**src/rtl/if_stage.sv**
```systemverilog
// ============================================================================
//  Module      : if_stage
//  Description : Instruction fetch stage. Holds the fetch PC, selects the
//                next PC and owns the IF/ID pipeline register.
//  Revision    : 1.0 - initial release
// ============================================================================
`default_nettype none

module if_stage (
    input  logic        clk,
    input  logic        reset_n,
    input  logic        stall,
    input  logic [1:0]  npc_op,
    input  logic        branch_taken,
    input  logic [31:0] imm32_d,
    input  logic [25:0] index26_d,
    input  logic [31:0] rs_data_d,
    input  logic [31:0] im_instr,
    output logic [31:0] im_addr,
    output logic [31:0] ir_d,
    output logic [31:0] pc_d,
    output logic [31:0] pc8_d,
    output logic        valid_d,
    output logic        pc_err
);

    localparam logic [31:0] c_RESET_PC = 32'h0000_3000;
    localparam logic [31:0] c_PC_LO    = 32'h0000_3000;
    localparam logic [31:0] c_PC_HI    = 32'h0000_6FFC;
    localparam logic [31:0] c_NOP      = 32'h0000_0000;

    localparam logic [1:0] c_NPC_SEQ    = 2'b00;
    localparam logic [1:0] c_NPC_BRANCH = 2'b01;
    localparam logic [1:0] c_NPC_JUMP   = 2'b10;
    localparam logic [1:0] c_NPC_JR     = 2'b11;

    logic [31:0] r_pc;
    logic [31:0] r_ir_d;
    logic [31:0] r_pc_d;
    logic [31:0] r_pc8_d;
    logic        r_valid_d;

    logic [31:0] w_pc_plus4;
    logic [31:0] w_pc_d_plus4;
    logic [1:0]  w_eff_op;
    logic [31:0] w_npc;
    logic        w_pc_err;

    always_comb begin
        w_pc_plus4   = r_pc + 32'd4;
        w_pc_d_plus4 = r_pc_d + 32'd4;
        // A bubble in D carries no real control flow, so it never redirects.
        w_eff_op     = r_valid_d ? npc_op : c_NPC_SEQ;
        w_npc        = w_pc_plus4;
        case (w_eff_op)
            c_NPC_SEQ:    w_npc = w_pc_plus4;
            c_NPC_BRANCH: w_npc = branch_taken ? (w_pc_d_plus4 + (imm32_d << 2)) : w_pc_plus4;
            c_NPC_JUMP:   w_npc = {w_pc_d_plus4[31:28], index26_d, 2'b00};
            c_NPC_JR:     w_npc = rs_data_d;
            default:      w_npc = w_pc_plus4;
        endcase
        w_pc_err = (r_pc[1:0] != 2'b00) || (r_pc < c_PC_LO) || (r_pc > c_PC_HI);
    end

    always_ff @(posedge clk or negedge reset_n) begin
        if (!reset_n) begin
            r_pc      <= c_RESET_PC;
            r_ir_d    <= c_NOP;
            r_pc_d    <= 32'd0;
            r_pc8_d   <= 32'd0;
            r_valid_d <= 1'b0;
        end else if (!stall) begin
            r_pc      <= w_npc;
            // A bad fetch address turns into a nop bubble but the PC keeps moving.
            r_ir_d    <= w_pc_err ? c_NOP : im_instr;
            r_pc_d    <= r_pc;
            r_pc8_d   <= r_pc + 32'd8;
            r_valid_d <= ~w_pc_err;
        end
    end

    assign im_addr = r_pc;
    assign ir_d    = r_ir_d;
    assign pc_d    = r_pc_d;
    assign pc8_d   = r_pc8_d;
    assign valid_d = r_valid_d;
    assign pc_err  = w_pc_err;

endmodule

`default_nettype wire

```
**config.mk**
```make
export PLATFORM = sky130hd
export DESIGN_NAME = if_stage
export DESIGN_NICKNAME = d
export VERILOG_FILES = /design/src/rtl/if_stage.sv
export SDC_FILE = /design/constraint.sdc
export NUM_CORES = 1
export LEC_CHECK = 0
export ABC_CLOCK_PERIOD_IN_PS = 4620
export CORE_MARGIN = 3
export CORE_UTILIZATION = 45
export CTS_CLUSTER_DIAMETER = 80
export DETAILED_ROUTE_END_ITERATION = 7
export HOLD_SLACK_MARGIN = 0.06
export PLACE_DENSITY = 0.76
export SETUP_SLACK_MARGIN = 0.3
export SLEW_MARGIN = 20
export SYNTH_ARGS = -nofsm -noshare
export SYNTH_HDL_FRONTEND = slang
export SYNTH_SLANG_ARGS = --single-unit
```
**constraint.sdc**
```tcl
create_clock -name clk -period 4.62 [get_ports clk]
set_input_delay 0.924 -clock clk [delete_from_list [all_inputs] [get_ports clk]]
set_output_delay 0.924 -clock clk [all_outputs]
set_load 0.01 [all_outputs]
```
==> results.toml <==
[worst_setup_path]
reg2reg_depth = 14
end_kind = "register"
critPathBufInv = 0
worstPathArrival_ns = 4.15
crit_slowest_cell = "dfrtp_1"
startpoint_type = "register"
cpLargestDelayFamily = "simple AND/OR/NAND/NOR gates"
critPathMaxStageDelay_ns = 0.52
path_cells = "ha_1 > and2_1 > nand4_1 > nor2_1 > nand2_1 > xnor2_1 > ha_1 > nand2_1 > or4_1 > a21oi_1 > nor3_1 > o41ai_2 > xnor2_1 > o21ai_1"
worstPathRequired_ns = 4.93
cp_max_fo = 8
worst-setup-path-type = "reg -> reg"
critical_path_cell_count = 14

[global_routing]
grt_usage = 0.275
grt_overflow_total = 0
grt_pass1_vias = 8694
antenna_found_initial = 1
grt_pass1_wl_um = 47800
grt_max_degree = 93

[finish]
diodes = 0
final_nets = 1502
area_growth_pct = 36.1
fin_cells = 1613
final_area_mm2 = 0.0124
fill_cells = 1724
drive_above_1_share = 0.0794

[place]
place_area_mm2 = 0.0118
gp_congestion = 0.914
port_buffers = 255
dpl.hpwl_um = 23300
place_ws_ns = 0.610
dp_cells = 1581

[worst_hold_path]
holdCritPathClass = "reg -> reg"
whs_path_depth = 2

[yosys]
syn_area_mm2 = 0.00914
yosysSeqAreaShare = 0.345
syn_inst = 1122
synth_edf_count = 0
synth_top_cell_by_area = "dfrtp_1"
yosysUniqueCellTypes = 74
ys_ff_latch = 126
yosys_warnings = 0
synth_flop_cell = "dfrtp_1"
synth_top_area_frac = 0.340
synthTopCellsByArea = "dfrtp_1 34%, nand2_1 8.0%, o21ai_0 6.2%"
syn_nets = 1289
syn_avg_cell_area_um2 = 8.15
postSynth.asyncResetShare = 1.00

[power]
cellLeakagePower_nw = 4.95
pwr-share-seq = 0.332
p_sw_w = 0.00174
switching_share = 0.366
clkPwrFrac = 0.297
intPower_w = 0.00302
p_per_area_mw_per_mm2 = 383
pwr-share-comb = 0.371
ir_drop_uv = 317

[routing]
routed_via_density = 5.75
route.detailed.drc = 0
drtIter0Drc = 799
wl_met2_um = 13800
top_layer = "met5"
drt_wl_total_um = 31000
met1_length_um = 13000
met3_wirelength_um = 3130
detail-route-antenna-nets = 0
vias = 9271
wl_per_cell_um = 19.2
firstDrtPassIters = 5

[cts]
ctsLongestPathBuffers = 2
path_clk_slew_ns = 0.06
ctsResizeCount = 0
ctsRootBufferMaster = "clkbuf_16"
cts-buffers-inserted = 17
worstSkewPairLatency_ns = 0.43
cts_sinks = 126
cts_hold_buf = 0
htreeDepth = 4
cts_setup_buffers = 0
cts_tree = "done"

[die]
dieArea_mm2 = 0.0221
die_h_um = 149
core_area_mm2 = 0.0197
die_w_um = 149
ios = 258
start_util = 0.463
rows = 51

[timing]
layout_setup_ws_ns = 0.778
clock_skew_ns = 0.0123
timing.hold.ws_ns = 0.481
period_needed_ns = 3.84
rsz0062_at_grt = "no"
setup_tns_ns = 0
worst_slew_pin_slew_ns = 1.19
slew_violations = 0
fmax_mhz = 260
min_period_over_period = 0.832
finalHoldViolCount = 0
timing.slew.headroom = 0.203
finalSetupViolations = 0

[status]
status = "finished clean"

[job]
cap_viol_max_count = 0
## worst min-delay path, cell delays in order, from the launching register on
cell and delay (ns):
dfrtp_1 0.34, nand2_1 0.05, o21ai_0 0.06
## metal layers
metal / vias to the layer above / track usage
li1: 4408 / -
met1: 4322 / 0.376
met2: 471 / 0.419
met3: 68 / 0.0673
met4: 2 / 0.113
met5: - / 0
## path summary, 6_finish.rpt
check / slack (ns) / start / to
min in group asynchronous: 0.51 / reset_n / ir_d[22]$_DFFE_PN0N_
max in group asynchronous: 3.10 / reset_n / im_addr[12]$_DFFE_PN1N_
worst min register to register: 0.48 / pc8_d[20]$_DFFE_PN0N_ / pc8_d[20]$_DFFE_PN0N_
worst max-delay path: 0.78 / pc_d[2]$_DFFE_PN0N_ / im_addr[30]$_DFFE_PN0N_
worst max register to register: 0.78 / pc_d[2]$_DFFE_PN0N_ / im_addr[30]$_DFFE_PN0N_
worst min-delay path: 0.48 / pc8_d[20]$_DFFE_PN0N_ / pc8_d[20]$_DFFE_PN0N_
## per-stage QoR
| step | power, W | util |
|---|---|---|
| floorplan | 0.00252 | - |
| global placement | 0.00330 | 0.599 |
| detailed placement | 0.00333 | 0.599 |
| CTS | 0.00476 | 0.631 |
| global route | 0.00501 | 0.631 |
| finish | 0.00477 | 0.631 |
## flip-flops by register name (all words and copies together) (netlist names)
name,count
pc8_d,29
ir_d,32
pc_d,32
valid_d,1
im_addr,32
## cells in the mapped netlist, types with 15 or more instances
cell type  number
clkbuf_1       53
dfrtp_1       124
ha_1           38
nor3_1         22
a21oi_1        69
nand3_1        43
buf_2          15
o21ai_0       114
nand2_1       195
mux2i_1        17
xnor2_1        56
mux2_2         23
inv_1          22
nor2_1         78
xor2_1         29
nand4_1        23
## layout by cell type (no fill, tap or decap), drive strengths merged, types with 3 or more instances in the layout
cell type      Yosys  routed
clkdlybuf4s50      0     252
nand2            198     198
o21ai            127     127
dfrtp            124     124
nor2              79      79
a21oi             69      69
xnor2             56      56
nand3             44      44
ha                38      38
xor2              30      30
nand4             26      26
inv               23      25
nor3              24      24
mux2              23      23
clkbuf            53      20
buf               23      18
mux2i             17      17
a21o              13      13
o22ai             13      13
and3              12      12
nor4              11      11
nor2b              9       9
a211oi             9       9
a31oi              8       8
and2               8       8
nand2b             7       7
o32ai              7       7
and4               7       7
a221oi             7       7
or2                6       6
clkinv             0       6
o21a               4       4
a32oi              4       4
or3                4       4
o21bai             4       4
o211ai             3       3
bufinv             0       3
## cell families after synthesis
kind of cell               share of synthesized area
AOI/OAI and AO/OA                              0.192
xor gates and xnor gates                      0.0832
adders and majority gates                     0.0542
buffers and inverters                         0.0439
DFF                                            0.345
muxes                                         0.0470
and+or+nand+nor                                0.234
## final cells by class
type                    count  area, um^2  share of cell area
clock inverters            12         160              0.0129
repair buffers            270        2660               0.214
well taps                 265         332              0.0267
inverters                  23        86.3             0.00694
clock buffers              20         457              0.0367
multi-input cells         897        5590               0.449
flip-flops and latches    126        3160               0.254
## power by group through the flow
stage          registers [W]  logic [W]  clock network (W)
4_1_cts              0.00157    0.00175            0.00143
6_report             0.00158    0.00177            0.00142
2_1_floorplan        0.00154   0.000983                  0
3_3_place_gp         0.00159    0.00171                  0
3_5_place_dp         0.00159    0.00174                  0
5_1_grt              0.00161    0.00192            0.00148
Power figures use the tool's default switching activity.
==> RTL change (config.mk and constraints unchanged) <==
Remove the case item `c_NPC_BRANCH` of the case on `w_eff_op`.
--- a/src/rtl/if_stage.sv
+++ b/src/rtl/if_stage.sv
@@ -55,5 +55,4 @@
         case (w_eff_op)
             c_NPC_SEQ:    w_npc = w_pc_plus4;
-            c_NPC_BRANCH: w_npc = branch_taken ? (w_pc_d_plus4 + (imm32_d << 2)) : w_pc_plus4;
             c_NPC_JUMP:   w_npc = {w_pc_d_plus4[31:28], index26_d, 2'b00};
             c_NPC_JR:     w_npc = rs_data_d;
Behaviour: not the same (Yosys sat finds a counterexample within 4 cycles, from zero or initial values and one cycle with reset_n low).
==> RTL change against the original RTL <==
- clock skew down 0.0065 ns
- combinational power fell by 46%
- routed wire length decreased by 36%
- total power fell by 19%
- highest routed layer is now met4
- critical path type is now reg2out
- setup slack better by 0.46 ns
- via count down 35%
- cell area fell by 23%
- sequential share of layout area up 7.7 points
- first-iteration DRC count down 40%
- synthesized area decreased by 27%
- count of clock-buffer cells in the layout unchanged
- synthesized cell count fell by 37%
- non-clock buffer count decreased by 39
- sequential cell count stayed put
==> RTL change: results <==
set metrics [dict create \
    gp_congestion 0.891 \
    nets 1021 \
    r2r_end "im_addr[31]" \
    portBuffers 224 \
    drive_gt1_frac 0.104 \
    wl_met1_mm 8.51 \
    n_all_inverters 7 \
    multi_input_gates 508 \
    whs_ns 0.483 \
    synth_xor_area_frac 0.0365 \
    synth.distinct_cells 65 \
    dp_hpwl_mm 13.9 \
    path_max_fanout 14 \
    antenna_found_initial 0 \
    clkPwrFrac 0.353 \
    num-fill-cells 1212 \
    grt_use_met1 0.332 \
    buffers 231 \
    wl_mm 19.9 \
    drt_iter0_markers 476 \
    grt_max_degree 123 \
    fin_skew_ns 0.00582 \
    vias 6022 \
    grt_usage 0.243 \
    multi_input_area_share 0.338 \
    dr_wl_met2_mm 9.52 \
    slew_headroom 0.333 \
    holdPathEnd "pc8_d[11]" \
    cp.arrival_ns 2.46 \
    routedWlPerCell_um 18.3 \
    grt_use_met3 0.0675 \
    avgSynthCellArea_um2 9.49 \
    synth_compound_gate_area_share 0.150 \
    synthAdderAreaFrac 0.00373 \
    seq_share 0.331 \
    wl_met3_mm 1.41 \
    status "finished, final reports clean" \
    clock_cell_area_share 0.0628 \
    slowest_delay_ns 0.54 \
    grtUsageMet2 0.376 \
    r2r_start "im_addr[4]" \
]
## RTL change: cell count changes after synthesis, moves of 24 or more
| cell | change |
|---|---|
| xnor2_1 | -44 |
| a21oi_1 | -45 |
| nand3_1 | -24 |
| o21ai_0 | -89 |
| o21ai_1 | +37 |
| nor2_1 | -44 |
| nand2_1 | -67 |
| ha_1 | -36 |
## RTL change: how the worst max path moves through the flow
stage / from / cells after the start / end / slack, ns
2_1_floorplan: im_addr[27] / 5 / pc_err / 2.33
6_report: im_addr[15] / 5 / pc_err / 1.23
4_1_cts: im_addr[15] / 5 / pc_err / 1.25
3_5_place_dp: npc_op[1] / 6 / im_addr[4] / 1.66
5_1_grt: im_addr[15] / 5 / pc_err / 1.14
3_3_place_gp: im_addr[15] / 5 / pc_err / 1.68
## RTL change: through the flow
stage / cell area [um2] / setup slack [ns]
6_report: 9540 / 1.23
5_1_grt: 9540 / 1.14
4_1_cts: 9540 / 1.25
3_5_place_dp: 8940 / 1.66
3_3_place_gp: 8940 / 1.68
2_1_floorplan: 6710 / 2.33
